`src/rtl/cpu_fetch_if.sv`:
```
// Fetch-unit bus bundle: program-memory byte port, PC register-file port,
// opcode handshake towards decode and the redirect request from execute.
interface cpu_fetch_if #(
    parameter int MEM_AW = 12
);
    logic              mem_rd;
    logic [MEM_AW-1:0] mem_addr;
    logic [7:0]        mem_data;
    logic [15:0]       pc_rd;
    logic              pc_en;
    logic [15:0]       pc_wr;
    logic              op_valid;
    logic [15:0]       op;
    logic [15:0]       op_addr;
    logic              op_ready;
    logic              redirect;
    logic [15:0]       redirect_addr;

    // Fetch unit side
    modport master (
        output mem_rd, mem_addr, pc_en, pc_wr, op_valid, op, op_addr,
        input  mem_data, pc_rd, op_ready, redirect, redirect_addr
    );

    // Environment side: memory, register file, decode and execute
    modport slave (
        input  mem_rd, mem_addr, pc_en, pc_wr, op_valid, op, op_addr,
        output mem_data, pc_rd, op_ready, redirect, redirect_addr
    );
endinterface

```
`src/rtl/cpu_fetch.sv`:
```
// Two-byte opcode fetch unit. Reads the high byte then the low byte of each
// opcode from a byte-wide program memory, presents the assembled opcode to
// decode with a valid/ready handshake and advances the PC by two on accept.
// A redirect from execute aborts any fetch in flight and loads a new PC.
module cpu_fetch #(
    parameter logic [15:0] PC_START = 16'h0200,
    parameter int          MEM_AW   = 12
) (
    input  logic       clk,
    input  logic       rst,
    cpu_fetch_if.master bus
);

    typedef enum logic [2:0] {
        INIT,
        FETCH_HI,
        FETCH_LO,
        LATCH,
        VALID
    } state_t;

    state_t state, state_nxt;

    logic [7:0]  hi_p1;
    logic [15:0] op_p2;
    logic [15:0] op_addr_p2;

    logic              mem_rd;
    logic [MEM_AW-1:0] mem_addr;
    logic              pc_en;
    logic [15:0]       pc_wr;
    logic              op_valid;
    logic              fetching;

    // Low-byte address: wraps at the top of program memory.
    function automatic logic [MEM_AW-1:0] next_byte_addr(input logic [MEM_AW-1:0] a);
        return a + {{(MEM_AW-1){1'b0}}, 1'b1};
    endfunction

    // Sequential PC step: 16-bit wrap, odd PCs stay odd.
    function automatic logic [15:0] pc_step(input logic [15:0] pc);
        return pc + 16'd2;
    endfunction

    // State register; reset parks the FSM in INIT.
    always_ff @(posedge clk or negedge rst) begin
        if (!rst) begin
            state <= INIT;
        end else begin
            state <= state_nxt;
        end
    end

    // Opcode assembly: high byte arrives in FETCH_LO, low byte in LATCH.
    always_ff @(posedge clk or negedge rst) begin
        if (!rst) begin
            hi_p1      <= 8'h00;
            op_p2      <= 16'h0000;
            op_addr_p2 <= 16'h0000;
        end else begin
            if (state == FETCH_LO) begin
                hi_p1 <= bus.mem_data;
            end
            if (state == LATCH && !bus.redirect) begin
                op_p2      <= {hi_p1, bus.mem_data};
                op_addr_p2 <= bus.pc_rd;
            end
        end
    end

    assign fetching = (state == FETCH_HI) || (state == FETCH_LO) ||
                      (state == LATCH)    || (state == VALID);

    // Next state and strobes; redirect overrides everything except INIT.
    always_comb begin
        state_nxt = state;
        mem_rd    = 1'b0;
        mem_addr  = '0;
        pc_en     = 1'b0;
        pc_wr     = 16'h0000;
        op_valid  = 1'b0;

        case (state)
            INIT: begin
                pc_en     = 1'b1;
                pc_wr     = PC_START;
                state_nxt = FETCH_HI;
            end
            FETCH_HI: begin
                mem_rd    = 1'b1;
                mem_addr  = bus.pc_rd[MEM_AW-1:0];
                state_nxt = FETCH_LO;
            end
            FETCH_LO: begin
                mem_rd    = 1'b1;
                mem_addr  = next_byte_addr(bus.pc_rd[MEM_AW-1:0]);
                state_nxt = LATCH;
            end
            LATCH: begin
                state_nxt = VALID;
            end
            VALID: begin
                op_valid = 1'b1;
                if (bus.op_ready) begin
                    pc_en     = 1'b1;
                    pc_wr     = pc_step(bus.pc_rd);
                    state_nxt = FETCH_HI;
                end
            end
            default: begin
                state_nxt = INIT;
            end
        endcase

        if (fetching && bus.redirect) begin
            pc_en     = 1'b1;
            pc_wr     = bus.redirect_addr;
            state_nxt = FETCH_HI;
        end
    end

    assign bus.mem_rd   = mem_rd;
    assign bus.mem_addr = mem_addr;
    assign bus.pc_en    = pc_en;
    assign bus.pc_wr    = pc_wr;
    assign bus.op_valid = op_valid;
    assign bus.op       = op_p2;
    assign bus.op_addr  = op_addr_p2;

endmodule

```
`src/flat_wrapper.sv`:
```
// flat-port wrapper written by rule: the top's interface ports become plain ports
module cpu_fetch_flat 
#(
    parameter logic [15:0] PC_START = 16'h0200,
    parameter int          MEM_AW   = 12
)
  (clk, rst, bus_mem_rd, bus_mem_addr, bus_pc_en, bus_pc_wr, bus_op_valid, bus_op, bus_op_addr, bus_mem_data, bus_pc_rd, bus_op_ready, bus_redirect, bus_redirect_addr);
  cpu_fetch_if #(.MEM_AW(MEM_AW)) bus_i ();
  input  logic clk;
  input  logic rst;
  output wire logic [$bits(bus_i.mem_rd)-1:0] bus_mem_rd;
  output wire logic [$bits(bus_i.mem_addr)-1:0] bus_mem_addr;
  output wire logic [$bits(bus_i.pc_en)-1:0] bus_pc_en;
  output wire logic [$bits(bus_i.pc_wr)-1:0] bus_pc_wr;
  output wire logic [$bits(bus_i.op_valid)-1:0] bus_op_valid;
  output wire logic [$bits(bus_i.op)-1:0] bus_op;
  output wire logic [$bits(bus_i.op_addr)-1:0] bus_op_addr;
  input wire logic [$bits(bus_i.mem_data)-1:0] bus_mem_data;
  input wire logic [$bits(bus_i.pc_rd)-1:0] bus_pc_rd;
  input wire logic [$bits(bus_i.op_ready)-1:0] bus_op_ready;
  input wire logic [$bits(bus_i.redirect)-1:0] bus_redirect;
  input wire logic [$bits(bus_i.redirect_addr)-1:0] bus_redirect_addr;
  assign bus_mem_rd = bus_i.mem_rd;
  assign bus_mem_addr = bus_i.mem_addr;
  assign bus_pc_en = bus_i.pc_en;
  assign bus_pc_wr = bus_i.pc_wr;
  assign bus_op_valid = bus_i.op_valid;
  assign bus_op = bus_i.op;
  assign bus_op_addr = bus_i.op_addr;
  assign bus_i.mem_data = bus_mem_data;
  assign bus_i.pc_rd = bus_pc_rd;
  assign bus_i.op_ready = bus_op_ready;
  assign bus_i.redirect = bus_redirect;
  assign bus_i.redirect_addr = bus_redirect_addr;
  cpu_fetch #(.PC_START(PC_START), .MEM_AW(MEM_AW)) u_core (.clk(clk), .rst(rst), .bus(bus_i));
endmodule
```
`config.mk`:
```
export PLATFORM = sky130hd
export DESIGN_NAME = cpu_fetch_flat
export DESIGN_NICKNAME = d
export VERILOG_FILES = /design/src/rtl/cpu_fetch_if.sv /design/src/rtl/cpu_fetch.sv /design/src/flat_wrapper.sv
export SDC_FILE = /design/constraint.sdc
export NUM_CORES = 1
export LEC_CHECK = 0
export BUFFER_PORTS_ARGS = -buffer_cell sky130_fd_sc_hd__buf_2
export CAP_MARGIN = 20
export CORE_ASPECT_RATIO = 1.5
export CORE_MARGIN = 3
export CORE_UTILIZATION = 25
export CTS_BUF_LIST = sky130_fd_sc_hd__clkbuf_16
export CTS_CLUSTER_SIZE = 16
export DETAILED_ROUTE_END_ITERATION = 16
export HOLD_SLACK_MARGIN = 0.03
export PLACE_DENSITY = 0.53
export SETUP_SLACK_MARGIN = 0.15
export SYNTH_ARGS = -nofsm -noshare
export SYNTH_HDL_FRONTEND = slang
export SYNTH_SLANG_ARGS = --single-unit
```
`constraint.sdc`:
```
create_clock -name clk -period 3.5 [get_ports clk]
set_input_delay 0.525 -clock clk [delete_from_list [all_inputs] [get_ports clk]]
set_output_delay 0.525 -clock clk [all_outputs]
set_load 0.005 [all_outputs]
```
# Word-level counts from Yosys, hierarchy flattened
# Cells that the tools add are included.
[totals] mem_count=0 ramBits=0 mem_bits_ro=0 reg_bits=43 latch_bits=0 out_inout_bits=63 inputBits=44
[op_classes] shifts=0 mul=0 add_sub_neg=2 n_div=0 n_eq_ne=5 order_cmp=0 bitwise=0 muxes=12 n_reduce_logical=8
[op_table] op="2-to-1 mux 16 bit" n=2
[op_table] op="one-hot mux 16 bit (2 select lines)" n=1
[op_table] op="one-hot mux 12 bit (2 select lines)" n=1
[op_table] op="adder 16 x 2 -> 16 bit (second input constant)" n=1
[op_table] op="one-hot mux 3 bit (5 select lines)" n=1
[op_table] op="adder 12 x 1 -> 12 bit (second input constant)" n=1
[op_table] op="== test 3 x 2 -> 1 bit (second input constant)" n=2
[op_table] op="2-to-1 mux 3 bit" n=2
[op_table] op="2-to-1 mux 1 bit" n=4
[op_table] op="== test 3 x 1 -> 1 bit (second input constant)" n=1
[op_table] op="== test 3 bit (second input constant)" n=1
[op_table] op="logical NOT 3 bit" n=1
[op_table] op="logical OR 1 bit" n=3
[op_table] op="!= test 3 bit (second input constant)" n=1
[op_table] op="logical AND 1 bit" n=2
[op_table] op="one-hot mux 1 bit (2 select lines)" n=1
[op_table] op="OR reduction 2 bit" n=1
[op_table] op="logical NOT 1 bit" n=1

# Depth between registers and ports, before layout
[depth] ltp_word=6 mapped_depth=6

# Worst setup path before layout
# OpenSTA, ideal clock, no wires.
[synth_path] kind="input-to-output" from="input bus_pc_rd[3]" to="output bus_mem_addr[11]" t_required_ns=2.975 cell_stages=6 arrival_ns=1.545 slack_ns=1.430 cell_sequence="buf_2 -> and4_1 -> buf_2 -> nand3_1 -> o31a_1 -> a31oi_1"
[synth_via] elab_chain_len=2
[synth_rtl] element="start: declaration" line="flat_wrapper.sv:19" rtl="input wire logic [$bits(bus_i.pc_rd)-1:0] bus_pc_rd;"
[synth_rtl] element="adder 12 x 1 -> 12 bit" line="cpu_fetch.sv:37" rtl="return a + {{(MEM_AW-1){1'b0}}, 1'b1};"
[synth_rtl] element="one-hot mux 12 bit (2 select lines)" line="cpu_fetch.sv:83" rtl="case (state)"
[synth_rtl] element="end: declaration" line="flat_wrapper.sv:12" rtl="output wire logic [$bits(bus_i.mem_addr)-1:0] bus_mem_addr;"
# Every way passes these cells.

# Worst setup path in the final report
[layout_path] from="register u_core.state[2]" to="output bus_mem_addr[8]"
[layout_via] elab_chain_len=2 elab_cells_between_ends=3 classes_between="eq/ne (2); mux (1)"
[layout_rtl] element="start: declaration" line="cpu_fetch.sv:22" rtl="state_t state, state_nxt;"
[layout_rtl] element="start signal: assignment" line="cpu_fetch.sv:50" rtl="state <= state_nxt;"
[layout_rtl] element="== test 3 x 2 -> 1 bit or == test 3 x 1 -> 1 bit (tied branches)" line="cpu_fetch.sv:83"
[layout_rtl] element="one-hot mux 12 bit (2 select lines) *" line="cpu_fetch.sv:83"
# Mark *: on every way between the ends. The rest lies on a longest branch, timed or not.

==> flow_metrics.tcl <==
set metrics [dict create \
    clock_path_buffers 2 \
    synth_seq_cells 43 \
    reg2reg_depth 3 \
    dieArea_um2 11200 \
    async_flop_share_pct 100 \
    portBuffers 106 \
    fin_setup_tns_ns 0 \
    die_w_um 87.4 \
    layout.cells.non_filler 464 \
    route.antenna.remaining_nets 0 \
    nets 395 \
    synth_area_per_cell_um2 9.87 \
    synthFlopType "dfrtp_1" \
    p_sw_mw 0.655 \
    clock-sinks 43 \
    cts_made_buffers 5 \
    place_congestion 0.764 \
    ir_drop_uv 331 \
    path_clk_slew_ns 0.06 \
    fmax_mhz 381 \
    grt_usage_pct 13.1 \
    grt_pass1_vias 2242 \
    synthTopCellsByArea "dfrtp_1, mux2_2, nand2_1" \
    wire_per_inst_um 15.9 \
    worstSetupStartpointType "register" \
    sw_frac_of_total_pct 30.7 \
    synth_top_area_share_pct 43.3 \
    place_hpwl_um 5530 \
    dpl.cell_count 455 \
    tightest_slew_ns 0.988 \
    cp_max_fo 22 \
    cts-root-buf "clkbuf_16" \
    pre_cts_slack_ns 1.02 \
    io_pins 107 \
    firstDrtPassIters 4 \
    ys_warn_count 0 \
    cts_tree "done" \
    p_seq_share_pct 40.3 \
    grt_max_degree 44 \
    setup_viol 0 \
    drt_iter0_markers 73 \
    clk-insertion-delay-late_ns 0.28 \
    crit_arrival_ns 2.10 \
    run_status "completed" \
    syn_nets 299 \
    synth-edff-count 0 \
    clock_skew_ns 0.00393 \
    p_comb_share_pct 35.4 \
    holdCritPathClass "input port to async pin" \
    grt-ovfl-total 0 \
    power_leakage_nw 1.51 \
    vias_per_cell 4.89 \
    maxCapViolations 0 \
    cts-resized-gates 0 \
    final.min_clock_period_ns 2.62 \
    fin_crit_sh_pct 74.9 \
    power_density_nw_per_um2 653 \
    maxSlewHeadroom_pct 34.0 \
    power.internal_mw 1.48 \
    nFillCells 1008 \
    grt_first_pass_wirelength_um 11300 \
    crit_required_ns 2.97 \
    reg2reg_to "u_core.bus.op[10]" \
    synth_area_um2 2490 \
    layout_common_cells "buf_2, nand2_1, dfrtp_1" \
    rows 44 \
    initial_utilization_pct 25.7 \
    setup_ws_ns 0.877 \
    finalPower_mw 2.13 \
    route.detailed.drc 0 \
    yosysTopAreaCell "dfrtp_1" \
    antenna_found_initial 0 \
    cts_max_level 2 \
    drt-total-wl_um 7380 \
    final_core_util_pct 33.7 \
    grt_setup_unrepaired "no" \
    r2r_slack_ns 1.39 \
    layout_commonest_cell "buf_2" \
    die_y_um 128 \
    vias 2270 \
    slew_viol_final 0 \
    drive_gt1_share_pct 44.4 \
    hold_ws_ns 0.0444 \
    regToRegStartpoint "u_core.state[2]" \
    p_clk_share_pct 24.3 \
    core_area_um2 9690 \
    finalHoldViolCount 0 \
    yosysSeqAreaShare_pct 43.3 \
    ctsHoldBuffers 0 \
    synth.distinct_cells 41 \
    crit_path_end_kind "output port" \
    fin_area_um2 3270 \
    area_delta_synth_final_pct 31.3 \
    postCtsSetupRepairBufs 0 \
    post_dp_cell_area_um2 3080 \
    diodes 0 \
    critPathKind "register to output port" \
    syn_inst 252 \
]
metal layers:
metal	track usage (%)	part of all wire, %
met5	0	0
met4	5.15	2.2
met3	3.09	7.1
met2	24.1	53
met1	14.0	38
final cells by class:
cell class	instances	area, µm²	share of cell area [%]
clock buffer	5	125	3.83
tap	115	144	4.40
sequential	43	1080	32.9
multi-input combinational	187	1310	40.2
inverter	3	11.3	0.345
clock inverter	3	38.8	1.19
timing repair buffer	108	558	17.1
power groups by stage:
stage               registers, mW  clock network, mW  logic, mW
CTS                         0.866              0.545      0.775
floorplan                   0.870                  0      0.389
detailed placement          0.872                  0      0.772
global route                0.892              0.558      0.842
global placement            0.856                  0      0.770
finish                      0.859              0.518      0.755
sequential cells by signal, summed over array words and instances (netlist names):
register and count:
u_core.bus.op 16, u_core.hi_p1 8, u_core.state 3, u_core.bus.op_addr 16
worst max-delay path: stages (launching register included):
cell and delay, ns:
dfrtp_1 0.50, or3b_4 0.58, nor3_1 0.29, a31oi_1 0.12, a31oi_1 0.18, buf_2 0.14
cell usage after synthesis, types with 3 or more instances:
library cell  number
xor2_1             4
a21oi_1            5
a31oi_1            8
inv_1              3
nand2_1           43
mux2_2            32
nor3_1             4
clkbuf_1           6
dfrtp_1           43
ha_1               3
o2bb2ai_1         13
nand4_1            5
o31ai_1            3
xnor2_1            9
nor4_1             3
buf_2             11
nand3_1            7
nor2_1             8
and4_1             3
o21ai_0           13
how the worst max path moves through the flow:
stage,from,endpoint,slack [ns],cells after the start
floorplan,bus_pc_rd[3],bus_mem_addr[11],1.43,6
global placement,bus_pc_rd[0],bus_mem_addr[10],1.06,7
detailed placement,bus_pc_rd[0],bus_mem_addr[10],1.02,7
CTS,u_core.state[2],bus_mem_addr[8],0.83,5
global route,u_core.state[2],bus_mem_addr[8],0.75,5
finish,u_core.state[2],bus_mem_addr[8],0.88,5
cells by family (layout without fill, tap and decap cells):
group,Yosys count,count (layout),synth area share (%)
AND/OR/NAND/NOR,84,84,16.7
AO/OA/AOI/OAI,55,55,15.3
flip-flops,43,43,43.3
multiplexers,32,32,14.5
buffers and inverters,22,119,4.22
XOR/XNOR,13,13,4.58
adder cells (fa/ha/maj),3,3,1.51
Note: power is estimated with default switching activity, not from simulation.
